<file path="src/rtl/pc_fetch_if.sv">
// Fetch-stage bus: instruction-memory request/response channel plus the
// held-instruction hand-off channel towards decode.
interface pc_fetch_if;
  logic        imem_req;
  logic [31:0] imem_addr;
  logic        imem_gnt;
  logic        imem_rvalid;
  logic [31:0] imem_rdata;
  logic        inst_valid;
  logic [31:0] inst;
  logic [31:0] inst_pc;
  logic        inst_ready;

  modport master (
    output imem_req, imem_addr, inst_valid, inst, inst_pc,
    input  imem_gnt, imem_rvalid, imem_rdata, inst_ready
  );

  modport slave (
    input  imem_req, imem_addr, inst_valid, inst, inst_pc,
    output imem_gnt, imem_rvalid, imem_rdata, inst_ready
  );
endinterface

</file>
<file path="src/rtl/pc_fetch.sv">
// Single-outstanding instruction fetch: request, wait for data, hold for decode,
// then advance the PC; a misaligned next PC parks the unit in a sticky fault.
module pc_fetch #(
  parameter logic [31:0] RESET_PC = 32'h0000_3000
) (
  input  logic              clk,
  input  logic              rst,
  input  logic [31:0]       pc_next,
  output logic [31:0]       pc_cur,
  output logic              fault,
  output logic [31:0]       retired_cnt,
  pc_fetch_if.master        bus
);

  typedef enum logic [1:0] {
    S_REQ   = 2'd0,
    S_WAIT  = 2'd1,
    S_HOLD  = 2'd2,
    S_FAULT = 2'd3
  } state_t;

  state_t      state_r;
  state_t      state_next_s;
  logic [31:0] pc_r;
  logic [31:0] inst_r;
  logic [31:0] inst_pc_r;
  logic        fault_r;
  logic [31:0] retired_cnt_r;
  logic        capture_s;
  logic        handoff_s;
  logic        aligned_s;

  // Next-state decode and the capture/hand-off strobes derived from the current state.
  always_comb begin
    state_next_s = state_r;
    capture_s    = 1'b0;
    handoff_s    = 1'b0;
    aligned_s    = (pc_next[1:0] == 2'b00);
    case (state_r)
      S_REQ: begin
        if (bus.imem_gnt) begin
          state_next_s = S_WAIT;
        end else begin
          state_next_s = S_REQ;
        end
      end
      S_WAIT: begin
        if (bus.imem_rvalid) begin
          capture_s    = 1'b1;
          state_next_s = S_HOLD;
        end else begin
          state_next_s = S_WAIT;
        end
      end
      S_HOLD: begin
        if (bus.inst_ready) begin
          handoff_s = 1'b1;
          if (aligned_s) begin
            state_next_s = S_REQ;
          end else begin
            state_next_s = S_FAULT;
          end
        end else begin
          state_next_s = S_HOLD;
        end
      end
      S_FAULT: begin
        state_next_s = S_FAULT;
      end
      default: begin
        state_next_s = S_REQ;
      end
    endcase
  end

  // State, PC, held instruction, fault flag and retire counter.
  always_ff @(posedge clk) begin
    if (rst) begin
      state_r       <= S_REQ;
      pc_r          <= RESET_PC;
      inst_r        <= 32'h0000_0000;
      inst_pc_r     <= 32'h0000_0000;
      fault_r       <= 1'b0;
      retired_cnt_r <= 32'h0000_0000;
    end else begin
      state_r <= state_next_s;
      if (capture_s) begin
        inst_r    <= bus.imem_rdata;
        inst_pc_r <= pc_r;
      end
      if (handoff_s) begin
        // Counter wraps silently; a misaligned target still retires the held word.
        retired_cnt_r <= retired_cnt_r + 32'd1;
        if (aligned_s) begin
          pc_r <= pc_next;
        end else begin
          fault_r <= 1'b1;
        end
      end
    end
  end

  // Outputs are direct decodes of registered state, so no combinational input-to-output path.
  assign bus.imem_req   = (state_r == S_REQ);
  assign bus.imem_addr  = pc_r;
  assign bus.inst_valid = (state_r == S_HOLD);
  assign bus.inst       = inst_r;
  assign bus.inst_pc    = inst_pc_r;
  assign pc_cur         = pc_r;
  assign fault          = fault_r;
  assign retired_cnt    = retired_cnt_r;

endmodule

</file>
<file path="src/flat_wrapper.sv">
// flat-port wrapper written by rule: the top's interface ports become plain ports
module pc_fetch_flat 
#(
  parameter logic [31:0] RESET_PC = 32'h0000_3000
)
  (clk, rst, pc_next, pc_cur, fault, retired_cnt, bus_imem_req, bus_imem_addr, bus_inst_valid, bus_inst, bus_inst_pc, bus_imem_gnt, bus_imem_rvalid, bus_imem_rdata, bus_inst_ready);
  pc_fetch_if bus_i ();
  input  logic clk;
  input  logic rst;
  input  logic [31:0] pc_next;
  output logic [31:0] pc_cur;
  output logic fault;
  output logic [31:0] retired_cnt;
  output wire logic [$bits(bus_i.imem_req)-1:0] bus_imem_req;
  output wire logic [$bits(bus_i.imem_addr)-1:0] bus_imem_addr;
  output wire logic [$bits(bus_i.inst_valid)-1:0] bus_inst_valid;
  output wire logic [$bits(bus_i.inst)-1:0] bus_inst;
  output wire logic [$bits(bus_i.inst_pc)-1:0] bus_inst_pc;
  input wire logic [$bits(bus_i.imem_gnt)-1:0] bus_imem_gnt;
  input wire logic [$bits(bus_i.imem_rvalid)-1:0] bus_imem_rvalid;
  input wire logic [$bits(bus_i.imem_rdata)-1:0] bus_imem_rdata;
  input wire logic [$bits(bus_i.inst_ready)-1:0] bus_inst_ready;
  assign bus_imem_req = bus_i.imem_req;
  assign bus_imem_addr = bus_i.imem_addr;
  assign bus_inst_valid = bus_i.inst_valid;
  assign bus_inst = bus_i.inst;
  assign bus_inst_pc = bus_i.inst_pc;
  assign bus_i.imem_gnt = bus_imem_gnt;
  assign bus_i.imem_rvalid = bus_imem_rvalid;
  assign bus_i.imem_rdata = bus_imem_rdata;
  assign bus_i.inst_ready = bus_inst_ready;
  pc_fetch #(.RESET_PC(RESET_PC)) u_core (.clk(clk), .rst(rst), .pc_next(pc_next), .pc_cur(pc_cur), .fault(fault), .retired_cnt(retired_cnt), .bus(bus_i));
endmodule
</file>
<file path="config.mk">
export PLATFORM = sky130hd
export DESIGN_NAME = pc_fetch_flat
export DESIGN_NICKNAME = d
export VERILOG_FILES = /design/src/rtl/pc_fetch_if.sv /design/src/rtl/pc_fetch.sv /design/src/flat_wrapper.sv
export SDC_FILE = /design/constraint.sdc
export NUM_CORES = 1
export LEC_CHECK = 0
export ABC_AREA = 1
export CAP_MARGIN = 5
export CORE_ASPECT_RATIO = 0.9
export CORE_MARGIN = 2
export CORE_UTILIZATION = 43
export CTS_CLUSTER_DIAMETER = 80
export DETAILED_ROUTE_END_ITERATION = 10
export HOLD_SLACK_MARGIN = 0.03
export PLACE_DENSITY_LB_ADDON = 0.05
export REMOVE_ABC_BUFFERS = 1
export SKIP_LAST_GASP = 1
export SLEW_MARGIN = 20
export SYNTH_ARGS = -nofsm -noshare
export SYNTH_HDL_FRONTEND = slang
export SYNTH_SLANG_ARGS = --single-unit
</file>
<file path="constraint.sdc">
create_clock -name clk -period 1.7 [get_ports clk]
set_input_delay 0.17 -clock clk [delete_from_list [all_inputs] [get_ports clk]]
set_output_delay 0.17 -clock clk [all_outputs]
set_load 0.02 [all_outputs]
</file>
# ---- Yosys cells after proc, flatten, opt, wreduce, memory -nomap -nowiden
# Cells that the tools add are included.
# Widths: inputs -> output; s select.
dict set report totals {
  reg_bits 131
  latch_bits 0
  ramBits 0
  mem_bits_ro 0
  in_bits 69
  wordCells 24
  mem_count 0
}
dict set report op_classes {
  n_addsub 1
  mul 0
  div 0
  n_lt_le_gt_ge 0
  eq_ne 3
  n_shift 0
  n_mux 9
  bitwise 1
  reduce_logical 4
}
# cell count
set op_table {}
lappend op_table {{$add 32x1->32 const B} 1}
lappend op_table {{$pmux 2 s4} 1}
lappend op_table {{$mux 2} 3}
lappend op_table {{$mux 1} 5}
lappend op_table {{$eq 2x2->1 const B} 2}
lappend op_table {{$logic_not 2->1} 2}
lappend op_table {{$reduce_and 2->1} 2}
lappend op_table {{$eq 2x1->1 const B} 1}
lappend op_table {{$not 1->1} 1}

# ---- Longest topological paths before layout
# Gate-level depths: netlist of the first run.
dict set report depth {
  depth_word 4
  mapped_depth 10
  depth_no_buf 9
}

# ---- Worst setup path before layout of the first run
# Ideal clock, no wire load.
dict set report synth_path {
  path_type {register to register}
  start {reg u_core.retired_cnt_r[1], in the netlist u_core.retired_cnt[1]}
  end {reg u_core.retired_cnt_r[14], in the netlist u_core.retired_cnt[14]}
  setup_time_ps 119
  arrival_time_ps 1425
  required_time_ps 1581
  setup_slack_ps 155
  stages_incl_launch_ff 9
  n_path_buf 0
  cell_sequence {dfxtp_1 ha_1 nand2_1 nor2_2 nand2_1 nor2_2 nand2_1 o21ai_0 a21oi_1}
}
dict set report synth_between {
  elab_chain_cells 1
}
# item line
set synth_lines {}
lappend synth_lines {{start: declaration} pc_fetch.sv:28} ;# logic [31:0] retired_cnt_r;
lappend synth_lines {{start signal: assignment} pc_fetch.sv:93} ;# retired_cnt_r <= retired_cnt_r + 32'd1;
lappend synth_lines {{$add 32x1->32} pc_fetch.sv:93}
# Every way passes these cells.
# A chain may end at the register's enable or synchronous reset.

# ---- Final worst setup path of the first run
dict set report layout_path {
  start {reg u_core.retired_cnt_r[22], in the netlist u_core.retired_cnt[22]}
  end {out retired_cnt[22]}
}
# item line
set layout_rtl {}
lappend layout_rtl {{end: declaration} flat_wrapper.sv:13} ;# output logic [31:0] retired_cnt;
# No word-level cell between the ends.

==> results of run 1 <==
## layer usage
| layer | vias to the layer above | routed length (um) |
|---|---|---|
| met1 | 2582 | 6940 |
| met3 | 32 | 1400 |
| li1 | 2816 | - |
| met2 | 210 | 8430 |
| met5 | - | 0 |
| met4 | 0 | 488 |
## repair_timing
item / 4_1_cts / 5_1_grt
pin swaps: 0 / 0
resized for setup: 5 / 10
buffers inserted: 0 / 0
hold buffers: 0 / 0
endpoints found under the setup margin: 5 / 17
## cell usage in the layout, fill, tap and decap left out, drive strengths merged, types with 2 or more instances in the layout
master / instances
nor3b: 2
clkinv: 6
nand2: 91
nor3: 4
nor2: 257
dlygate4sd2: 5
dfxtp: 131
nand4: 11
bufinv: 3
clkbuf: 19
nand3: 25
dlymetal6s2s: 7
o21ai: 103
inv: 54
a21oi: 18
clkdlybuf4s50: 219
clkinvlp: 3
buf: 23
## synthesized netlist by cell type, types with 8 or more instances
master / n
nand2_1: 88
buf_2: 13
nand3_1: 24
dfxtp_1: 131
buf_4: 33
a21oi_1: 18
clkbuf_1: 19
o21ai_1: 10
nor2_1: 246
nor2_2: 8
inv_1: 51
o21ai_0: 93
nand4_1: 11
## layout make-up
cell class | instances | area share [%]
flip-flops and latches | 131 | 31.0
multi-input cells | 520 | 27.0
clock buffers | 19 | 5.23
well taps | 164 | 2.42
inverters | 53 | 2.35
clock inverters | 13 | 1.87
repair buffers | 254 | 30.2
## where the power goes
group          switching, uW  total [uW]  internal, uW
registers               72.9        3270          3200
clock network           1410        3750          2340
logic                    480         947           466
## registers in the layout (all words and copies together), names as in the netlist
name                  flops
u_core.fault              1
u_core.bus.imem_addr     32
u_core.bus.inst_pc       32
u_core.state_r            2
u_core.retired_cnt       32
u_core.bus.inst          32
## cell families after synthesis
logic type	Yosys count
buffers and inverters	120
and+or+nand+nor	391
xor gates and xnor gates	2
DFF	131
adders and majority gates	1
AOI/OAI and AO/OA	126
## metrics by stage
step | TNS, ns | hold slack [ns]
global route | -0.0186 | 0.334
finish | 0 | 0.331
CTS | 0 | 0.324
global placement | 0 | 0.441
floorplan | -56.68 | 0.239
detailed placement | 0 | 0.443
## worst paths after layout
path	slack, ns	endpoint	start
max reg2reg	0.11	u_core.retired_cnt[15]	u_core.retired_cnt[5]
min reg2reg	0.45	u_core.fault	u_core.fault
max	0.05	retired_cnt[22]	u_core.retired_cnt[22]
min	0.33	u_core.bus.imem_addr[13]	pc_next[13]
==> reports/metrics.yaml, run 1 <==
status:
  run_status: "completed"
clock_network:
  htreeDepth: 4
  cts.clk_slew.worst_paths_ns: 0.06
  cts_inserted_buffers: 17
  clock_insertion_delay_worst_skew_ns: 0.41
  tritoncts: "yes"
  clk_path_buf_depth: 2
  cts_root_buffer: "clkbuf_16"
  cts_sinks: 131
sta:
  timing.final.hold_violations: 0
  timing.clock.skew_ns: 0.00562
  worst_slew_pin_slew_ns: 0.364
  max_clock_freq_ghz: 0.604
  layout_worst_path_cycle_share_pct: 97.3
  slew_violations: 0
  post-route-worst-setup-slack_ns: 0.0451
  setup-violations-final: 0
  rsz_0062_raised_after_global_routing: "true"
  final_period_minus_worst_setup_slack_ns: 1.65
  max_slew_margin_pct: 75.7
critical_path:
  critical_path.cell_chain: "clkdlybuf4s50_1"
  cpMaxStageDelayCell: "clkdlybuf4s50_1"
  setup.worst_path.end_class: "output port"
  slowest_delay_ns: 0.64
  cp.arrival_ns: 1.48
  critical_path_peak_fanout: 6
  crit_cells: 1
  cp_num_buf_inv: 1
  startpoint_class_of_the_critical_path: "register"
  r2r.worst_path.cells: 7
  timing_worst_setup_path_type: "reg -> out"
  cpLargestDelayFamily: "buffers and inverters"
  cp_data_required_time_ns: 1.53
global_route:
  globalRouteOverflowTotal: 0
  globalRouteMet3Util_pct: 9.21
  most_used_routing_layer: "met2"
  grt_max_degree: 46
  first_global_vias: 5702
  wire_length_of_the_first_global_routing_pass_mm: 28.1
  grt_antenna_before_repair: 0
  met1_usage_pct: 30.1
  globalRouteMet2Util_pct: 43.2
  grt_use_total_pct: 25.9
die:
  starting_density_of_the_core_pct: 43.7
  die-height_um: 111
  floorplan_die_area_sq_um: 13700
  chipWidth_um: 123
  placementRows: 39
  core_area_sq_um: 12600
  io_pins: 232
layout:
  footprint_of_the_flip_flops_and_latches_sq_um: 2630
  multi_input_area_sq_um: 2290
  post_route_cells_drive_above_1_share_pct: 7.58
  final_util_pct: 67.3
  nNetsFinal: 1047
  n_fill_cell: 1076
  final_cell_count_no_fill: 1154
  area_delta_synth_final_pct: 54.2
  diodes: 0
  final_design_area_no_fill_sq_um: 8480
synthesis:
  yosysSeqAreaShare_pct: 47.7
  synth_simple_gate_area_share_pct: 29.1
  ys.flop_type: "dfxtp_1"
  synth_compound_gate_area_share_pct: 11.7
  yosysWarningCount: 0
  postSynthAreaPerCell_sq_um: 7.13
  post_synth_main_area_contributors: "dfxtp_1 48%, nor2_1 17%, o21ai_0 8.5%"
  muxShareOfSynthArea_pct: 0
  synth_top_area_share_pct: 47.7
  synth-seq-cells: 131
  post_synth_inst_count: 771
  post_synth_num_cell_types: 31
  share_of_flip_flops_with_an_asynchronous_set_or_reset_after_synthesis_pct: 0
  post_syn_area_sq_um: 5500
  synth-edff-count: 0
  synth_xor_area_share_pct: 0.319
  synth_area_leader_cell: "dfxtp_1"
  largest_family_of_logic_cells_by_synthesized_area: "simple AND/OR/NAND/NOR gates"
  synth-adder-area-share_pct: 0.228
pwr:
  cellLeakagePower_uw: 0.00360
  report.power.total_uw: 7970
  pwr_density_cell_nw_per_um2: 940
  max-vdd-ir-drop_v: 0.000665
route:
  drc_errors: 0
  post_drt_via_cell_ratio: 4.89
  via_count: 5640
  wirelength_mm: 17.3
  post_route_ant_nets: 0
  routed_wire_length_per_instance_um: 15.0
  dr.pass1.iters: 7
  drtIter0Drc: 369
placed_design:
  placement.setup.worst_slack_ns: 0.00449
  place.port_buffers: 231
  post-dp-hpwl_mm: 12.3
  place.gp.congestion: 0.906
  dpl.cell_count: 1122
  placedInstanceArea_sq_um: 7860
min_path:
  timing.hold.worst.class: "in -> reg"
  worstHoldPathCells: 3
flow_run:
  drv_cap: 0
Note: power is estimated with default switching activity, not from simulation.
==> inputs of run 2 (changes only) <==
--- a/config.mk
+++ b/config.mk
@@ -13,7 +13,7 @@
 export CTS_CLUSTER_DIAMETER = 80
 export DETAILED_ROUTE_END_ITERATION = 10
 export HOLD_SLACK_MARGIN = 0.03
-export PLACE_DENSITY_LB_ADDON = 0.05
+export PLACE_DENSITY = 0.91
 export REMOVE_ABC_BUFFERS = 1
 export SKIP_LAST_GASP = 1
 export SLEW_MARGIN = 20
==> run 2 against run 1 <==
Compared with the run above: register-to-register slack gained 0.04 ns; clock skew rose by 0.0033 ns; power decreased by 2.2%; largest power group unchanged; core utilization decreased by 0.31 points.
==> reports/metrics.yaml, run 2 (synthesis gave the netlist of run 1 again) <==
route:
  via_count: 5769
  routed_wire_length_per_instance_um: 14.6
  drtIter0Drc: 417
  drc_errors: 0
  post_route_ant_nets: 0
  post_drt_via_cell_ratio: 5.04
  wirelength_mm: 16.7
  dr.pass1.iters: 4
sta:
  final_period_minus_worst_setup_slack_ns: 1.69
  hold_ws_ns: 0.340
  timing.clock.skew_ns: 0.00890
  slew_violations: 0
  setup_total_negative_slack_ns: 0
  max_slew_margin_pct: 78.3
  worst_slew_pin_slew_ns: 0.326
  timing.final.hold_violations: 0
  layout_worst_path_cycle_share_pct: 99.4
  setup-violations-final: 0
  max_clock_freq_ghz: 0.592
  rsz_0062_raised_after_global_routing: "true"
critical_path:
  timing_worst_setup_path_type: "reg -> out"
  cp_num_buf_inv: 1
  rrSetupSlack_ns: 0.15
  critical_path.startpoint: "u_core.bus.imem_addr[27]"
  setup.worst_path.end_class: "output port"
  critical_path.cell_chain: "clkdlybuf4s50_1"
  cp.arrival_ns: 1.52
  cpMaxStageDelayCell: "clkdlybuf4s50_1"
  worstReg2RegStart: "u_core.state_r[1]"
  cpLargestDelayFamily: "buffers and inverters"
  critical_path_peak_fanout: 4
  slowest_delay_ns: 0.70
  startpoint_class_of_the_critical_path: "register"
  cp_data_required_time_ns: 1.53
pwr:
  power.clock.fraction_pct: 46.0
  pwr-share-seq_pct: 42.0
  combinationalPowerShare_pct: 12.0
  intPower_uw: 5950
  swShare_pct: 23.6
  cellLeakagePower_uw: 0.00365
  p_sw_uw: 1840
  max-vdd-ir-drop_v: 0.000783
  pwr_density_cell_nw_per_um2: 924
placed_design:
  post-dp-hpwl_mm: 11.5
  place.gp.congestion: 0.904
  place.port_buffers: 231
clock_network:
  htreeDepth: 4
  cts.repair_timing.setup_buffer_count: 0
  cts.clk_slew.worst_paths_ns: 0.06
  cts_sinks: 131
  clock_insertion_delay_worst_skew_ns: 0.41
  tritoncts: "yes"
  cts_resizes: 7
  clk_path_buf_depth: 2
  ctsHoldBuffers: 0
  cts_inserted_buffers: 17
  cts_root_buffer: "clkbuf_16"
global_route:
  grt_use_total_pct: 24.5
  wire_length_of_the_first_global_routing_pass_mm: 26.6
  first_global_vias: 5592
  grt_antenna_before_repair: 0
  globalRouteOverflowTotal: 0
  grt_max_degree: 65
die:
  chipWidth_um: 123
  floorplan_die_area_sq_um: 13700
  core_area_sq_um: 12600
  placementRows: 39
  die-height_um: 111
  io_pins: 232
  starting_density_of_the_core_pct: 43.7
layout:
  final_cell_mix: "243 x nor2_1, 213 x clkdlybuf4s50_1, 131 x dfxtp_1"
  layout_commonest_cell: "nor2_1"
  area_delta_synth_final_pct: 53.5
  post_route_cells_drive_above_1_share_pct: 6.83
  nNetsFinal: 1040
  diodes: 0
min_path:
  timing.hold.worst.start: "bus_imem_rdata[8]"
  timing.hold.worst.class: "in -> reg"
status:
  run_status: "completed"
flow_run:
  drv_cap: 0
## run 2: per-layer routing
layer  part of all wire (%)  global-route usage, %  up-vias
met5                      0                      0        -
met4                    2.4                   8.94        0
met3                    7.2                   7.92       37
met2                     49                   40.4      223
met1                     41                   29.4     2701
li1                       -                      -     2808
## run 2: cell type report
type / instances / area, sq um
clock inverters: 8 / 101
fillers: 1019 / 4150
multi-input cells: 520 / 2300
repair buffers: 247 / 2530
clock buffers: 22 / 484
inverters: 53 / 199
flip-flops and latches: 131 / 2620
well taps: 164 / 205
## run 2: worst paths after layout
check	end	cells past startpoint
worst max-delay path	bus_imem_addr[27]	1
worst max register to register	u_core.retired_cnt[9]	8
worst min register to register	u_core.fault	2
worst min-delay path	u_core.bus.inst[8]	3
## run 2: metrics by stage
step	cell area (sq um)	cells	util, %	total power (uW)	setup WS [ns]
detailed placement	7820	1115	62.1	4270	-0.0516
floorplan	5100	704	-	3710	-0.823
CTS	8390	1145	66.7	7850	0.00197
global placement	7820	1115	62.1	4250	0.0110
finish	8440	1145	67.0	7790	0.00958
global route	8440	1145	67.0	8040	-0.0566
## run 2: power groups by stage
stage	Sequential (uW)	Clock, uW	Combinational (uW)
global placement	3330	0	919
finish	3280	3590	934
detailed placement	3340	0	932
CTS	3270	3640	936
floorplan	3490	0	220
global route	3290	3750	1000
==> inputs of run 3 (changes only) <==
--- a/config.mk
+++ b/config.mk
@@ -6,7 +6,7 @@
 export NUM_CORES = 1
 export LEC_CHECK = 0
 export ABC_AREA = 1
-export CAP_MARGIN = 5
+export CAP_MARGIN = 20
 export CORE_ASPECT_RATIO = 0.9
 export CORE_MARGIN = 2
 export CORE_UTILIZATION = 43
==> results of run 3 <==
No change in the layout: final DEF, timing and power equal those of run 2.
==> edit 1, RTL diff (config.mk and constraints of run 3) <==
Register the output `retired_cnt` once more, with the module's reset; this adds one clock of latency there. The other outputs are not delayed to match.
--- a/src/rtl/pc_fetch.sv
+++ b/src/rtl/pc_fetch.sv
@@ -110,3 +110,9 @@
   assign fault          = fault_r;
-  assign retired_cnt    = retired_cnt_r;
+  always_ff @(posedge clk) begin
+    if (rst) begin
+      retired_cnt <= '0;
+    end else begin
+      retired_cnt <= retired_cnt_r;
+    end
+  end
 
Check against the original RTL: not equivalent (Yosys sat finds a counterexample within 4 cycles, from zero or initial values and one cycle with rst high).
==> edit 1 against run 3 <==
Sequential share of layout area up 4.6 points. Sequential cell count up 32. Wire length up 7.6%. Combinational power up 0.4%. Maximum frequency up 1.7%. Cell area up 8.5%. Area after synthesis up 13%. Worst setup slack better by 29 ps. Non-clock buffer count up 2. Count of clock-buffer cells in the layout down 2. Power up 13%.
==> edit 1: results (changes against run 3) <==
{| class="wikitable"
! Metric !! Value
|-
| Power per cell area || 962.3 mW/mm^2 (+4.2%)
|-
| Total leakage power || 3.817 nW (+4.6%)
|-
| Share of post-route cells with drive strength above 1 || 6.732% (-0.098 points)
|-
| Largest incremental delay on the critical path || 650 ps (-50 ps)
|-
| Cell types with the largest area share after synthesis || sky130_fd_sc_hd__dfxtp_1 (52%), sky130_fd_sc_hd__nor2_1 (16%), sky130_fd_sc_hd__o21ai_0 (7.6%), sky130_fd_sc_hd__nand2_1 (4.2%), sky130_fd_sc_hd__buf_4 (3.9%)
|-
| Startpoint-to-endpoint class of the critical path || register to output port
|-
| Outcome || complete, no violations
|-
| Depth of the worst register-to-register path || 8 (unchanged)
|-
| Final setup skew || 6.369 ps (-2.529 ps)
|-
| GRT met3 Usage || 7.786% (-0.14 points)
|-
| Final hold slack || 171.9 ps (-168.1 ps)
|-
| Number of violations reported at the end of detailed-routing iteration 0 || 319 (-24%)
|-
| Launch instance of the worst register-to-register path || u_core.retired_cnt_r[1]
|-
| DP HPWL || 12,560 microns (+8.9%)
|-
| Post-synthesis sequential area ratio || 52.43% (+4.7 points)
|-
| Total wire length || 17,940 microns (+7.6%)
|-
| Vias per cell || 4.907 (-2.6%)
|-
| Maximum number of pins on one net before global-route repair || 68 (+4.6%)
|-
| Data arrival time of the worst path || 1490 ps (-30 ps)
|-
| Max IR drop VDD || 704.9 uV (-9.9%)
|-
| Post-Place Setup Slack || -132.4 ps (-80.79 ps)
|-
| Fin nets || 1,084 (+4.2%)
|-
| Cell depth of the worst min-delay path || 4 (+1)
|-
| Detailed Routing Iterations Pass 1 || 5 (+1)
|-
| Fraction of registers with async set/reset || 0% (unchanged)
|-
| Crit Reg-Reg Endpoint || u_core.retired_cnt_r[14]
|-
| All-Layer GR Usage || 23.42% (-1.0 points)
|-
| Launch point of the worst hold path || rst
|-
| Comb. pwr || 0.000938 W (+0.4%)
|-
| Worst setup slack for register-to-register paths || 180 ps (+30 ps)
|-
| Via count of the first global-routing pass || 5,817 (+4.0%)
|-
| Leading cell types by count after synthesis || sky130_fd_sc_hd__nor2_1 (262), sky130_fd_sc_hd__dfxtp_1 (163), sky130_fd_sc_hd__o21ai_0 (94), sky130_fd_sc_hd__nand2_1 (70), sky130_fd_sc_hd__inv_1 (58)
|-
| Switch share || 23.25% (-0.38 points)
|-
| Hold-critical path endpoint || u_core.retired_cnt_r[4]
|-
| Last weighted congestion value of the routability-driven placer || 0.8755 (-3.1%)
|-
| Fraction of met1 tracks used by global routing || 27.49% (-1.9 points)
|-
| Cts repair resizes || 4 (-3)
|}
[edit 1: metal layers]
| layer | part of all wire, % | up-vias | wire (microns) |
|---|---|---|---|
| li1 | - | 2948 | - |
| met1 | 41 | 2769 | 7301 |
| met2 | 49 | 222 | 8712 |
| met3 | 7.6 | 38 | 1370 |
| met4 | 3.1 | 0 | 554 |
| met5 | 0 | - | 0 |
[edit 1: per-stage QoR]
stage,instances,instance area (sq um)
final,1218,9154
after global routing,1218,9154
after CTS,1218,9121
after detailed placement,1188,8536
after global placement,1188,8536
after floorplan,746,5814
[edit 1: final cells by class]
| cell class | count | area, sq um |
|---|---|---|
| clock buffer | 20 | 456.7 |
| clock inverter | 10 | 133.9 |
| fill | 1145 | 4954 |
| inverter | 60 | 225.2 |
| multi-input combinational | 523 | 2341 |
| sequential | 163 | 3263 |
| tap | 193 | 241.5 |
| timing repair buffer | 249 | 2492 |
[edit 1: how the worst max path moves through the flow]
| stage | startpoint | endpoint | slack (ps) |
|---|---|---|---|
| 3_3_place_gp | bus_inst_ready | u_core.retired_cnt_r[23] | -110 |
| 5_1_grt | u_core.state_r[1] | u_core.retired_cnt_r[23] | -6 |
| 4_1_cts | u_core.bus.imem_addr[23] | bus_imem_addr[23] | 10 |
| 2_1_floorplan | u_core.state_r[0] | u_core.state_r[0] | -350 |
| 6_report | u_core.bus.imem_addr[14] | bus_imem_addr[14] | 40 |
| 3_5_place_dp | bus_inst_ready | u_core.retired_cnt_r[23] | -130 |
[edit 1: cell families (layout without fill, tap and decap cells)]
kind of cell    Yosys count  count (layout)  share of synthesized area, %
simple gates            396             396                         26.54
buf+inv                 130             339                         10.19
fa+ha+maj                 1               1                        0.2010
xor+xnor                  3               3                        0.4223
compound gates          123             123                         10.21
flops                   163             163                         52.43
==> edit 2, RTL diff (flow settings as in run 3) <==
Without the edit above. `RESET_PC` is set to 32'h0000_3000 in 2 places; all go to 32'h00002000.
--- a/src/rtl/pc_fetch.sv
+++ b/src/rtl/pc_fetch.sv
@@ -3,3 +3,3 @@
 module pc_fetch #(
-  parameter logic [31:0] RESET_PC = 32'h0000_3000
+  parameter logic [31:0] RESET_PC = 32'h00002000
 ) (
--- a/src/flat_wrapper.sv
+++ b/src/flat_wrapper.sv
@@ -3,3 +3,3 @@
 #(
-  parameter logic [31:0] RESET_PC = 32'h0000_3000
+  parameter logic [31:0] RESET_PC = 32'h00002000
 )
Check against the original RTL: not equivalent (a bounded check fails within 4 cycles, from zero or initial values and one cycle with rst high).
==> edit 2 against run 3 <==
Power is 2.3% higher. Cell area hardly changed. Final cell count is 0.61% lower. Synthesized cell count is 1.9% lower. Area after synthesis is 1.6% lower. Sequential cell count stayed put. Worst setup slack better by 29 ps. Wire length is 3.2% higher.
==> edit 2: results (changes against run 3) <==
{| class="wikitable"
! Metric !! Value
|-
| Final routed wire length divided by cell count || 15.12 microns (+3.8%)
|-
| Multi-input gate count || 511 (-1.7%)
|-
| Mapped cell area || 0.005408 sq mm (-1.6%)
|-
| Wire length of the first global-routing pass || 27,030 microns (+1.7%)
|-
| Filler instances || 939 (-7.9%)
|-
| Fin nets || 1,035 (-0.48%)
|-
| Post-detailed-placement cell area || 0.007786 sq mm (-0.37%)
|-
| Leading cell types by count after synthesis || sky130_fd_sc_hd__nor2_1 (253), sky130_fd_sc_hd__dfxtp_1 (131), sky130_fd_sc_hd__nand2_1 (84), sky130_fd_sc_hd__o21ai_0 (63), sky130_fd_sc_hd__inv_1 (42)
|-
| Area growth from synthesis to layout || 55.95%
|-
| Number of violations reported at the end of detailed-routing iteration 0 || 376 (-9.8%)
|-
| Clock buffer instance count of the final layout || 17 (-23%)
|-
| Post-synthesis instance total || 756 (-1.9%)
|-
| Via count of the first global-routing pass || 5,685 (+1.7%)
|-
| Switch share || 24.90% (+1.3 points)
|-
| Routed met2 length || 8270 microns (+1.1%)
|-
| All-Layer GR Usage || 25.57% (+1.1 points)
|-
| Measured slew at the worst slew-check pin || 535.5 ps (+209.6 ps)
|-
| Last weighted congestion value of the routability-driven placer || 0.9137 (+1.1%)
|-
| Logic inverters || 48 (-9.4%)
|-
| Comb. pwr || 0.000951 W (+2%)
|-
| Data arrival time of the worst path || 1490 ps (-30 ps)
|-
| Met2 GRT Util || 43.13% (+2.7 points)
|-
| Vias per cell || 5.002 (-0.73%)
|-
| Count of cell types in the netlist || 28 (-9.7%)
|-
| GRT met3 Usage || 7.459% (-0.46 points)
|-
| Met1 layer wirelength in the final routing || 6988 microns (+1.5%)
|-
| Cell types with the largest area share after synthesis || sky130_fd_sc_hd__dfxtp_1 (48%), sky130_fd_sc_hd__nor2_1 (18%), sky130_fd_sc_hd__o21ai_0 (5.8%), sky130_fd_sc_hd__nand2_1 (5.8%), sky130_fd_sc_hd__buf_4 (4.4%)
|-
| Met3 wire len || 1301 microns (+8.7%)
|-
| Sequential-cell power consumption || 0.00327 W (about the same)
|-
| Layout buffer count excluding clock buffers || 256 (+3.6%)
|-
| Final setup skew || 14.68 ps (+5.780 ps)
|-
| Layout non-clock buf frac || 30.59% (+0.65 points)
|-
| Area fraction of clock buffers and clock inverters || 7.211% (+0.27 points)
|-
| Fraction of met1 tracks used by global routing || 29.49% (+0.12 points)
|-
| Largest incremental delay on the critical path || 650 ps (-50 ps)
|-
| Outcome || complete, no violations
|}
-- edit 2: worst paths after layout --
path,to,start,depth (start not counted),slack [ps]
worst max-delay path,bus_imem_addr[18],u_core.bus.imem_addr[18],1,40
worst min-delay path,u_core.bus.imem_addr[13],pc_next[13],3,330
worst max register to register,u_core.retired_cnt[15],u_core.retired_cnt[5],7,110
worst min register to register,u_core.fault,u_core.fault,2,450
-- edit 2: kinds of logic (layout without fill, tap and decap cells) --
group	after synthesis	in the layout	synth area share, %
and+or+nand+nor	385	385	28.57
DFF	131	131	48.50
buffers and inverters	114	336	10.57
adders and majority gates	1	1	0.2313
AOI/OAI and AO/OA	120	120	11.31
xor gates and xnor gates	5	5	0.8100
-- edit 2: timing repair --
action,4_1_cts,5_1_grt
resized for setup,5,16
endpoints found under the setup margin,6,19
pin swaps,0,1
gates cloned,0,0
buffers inserted,0,0
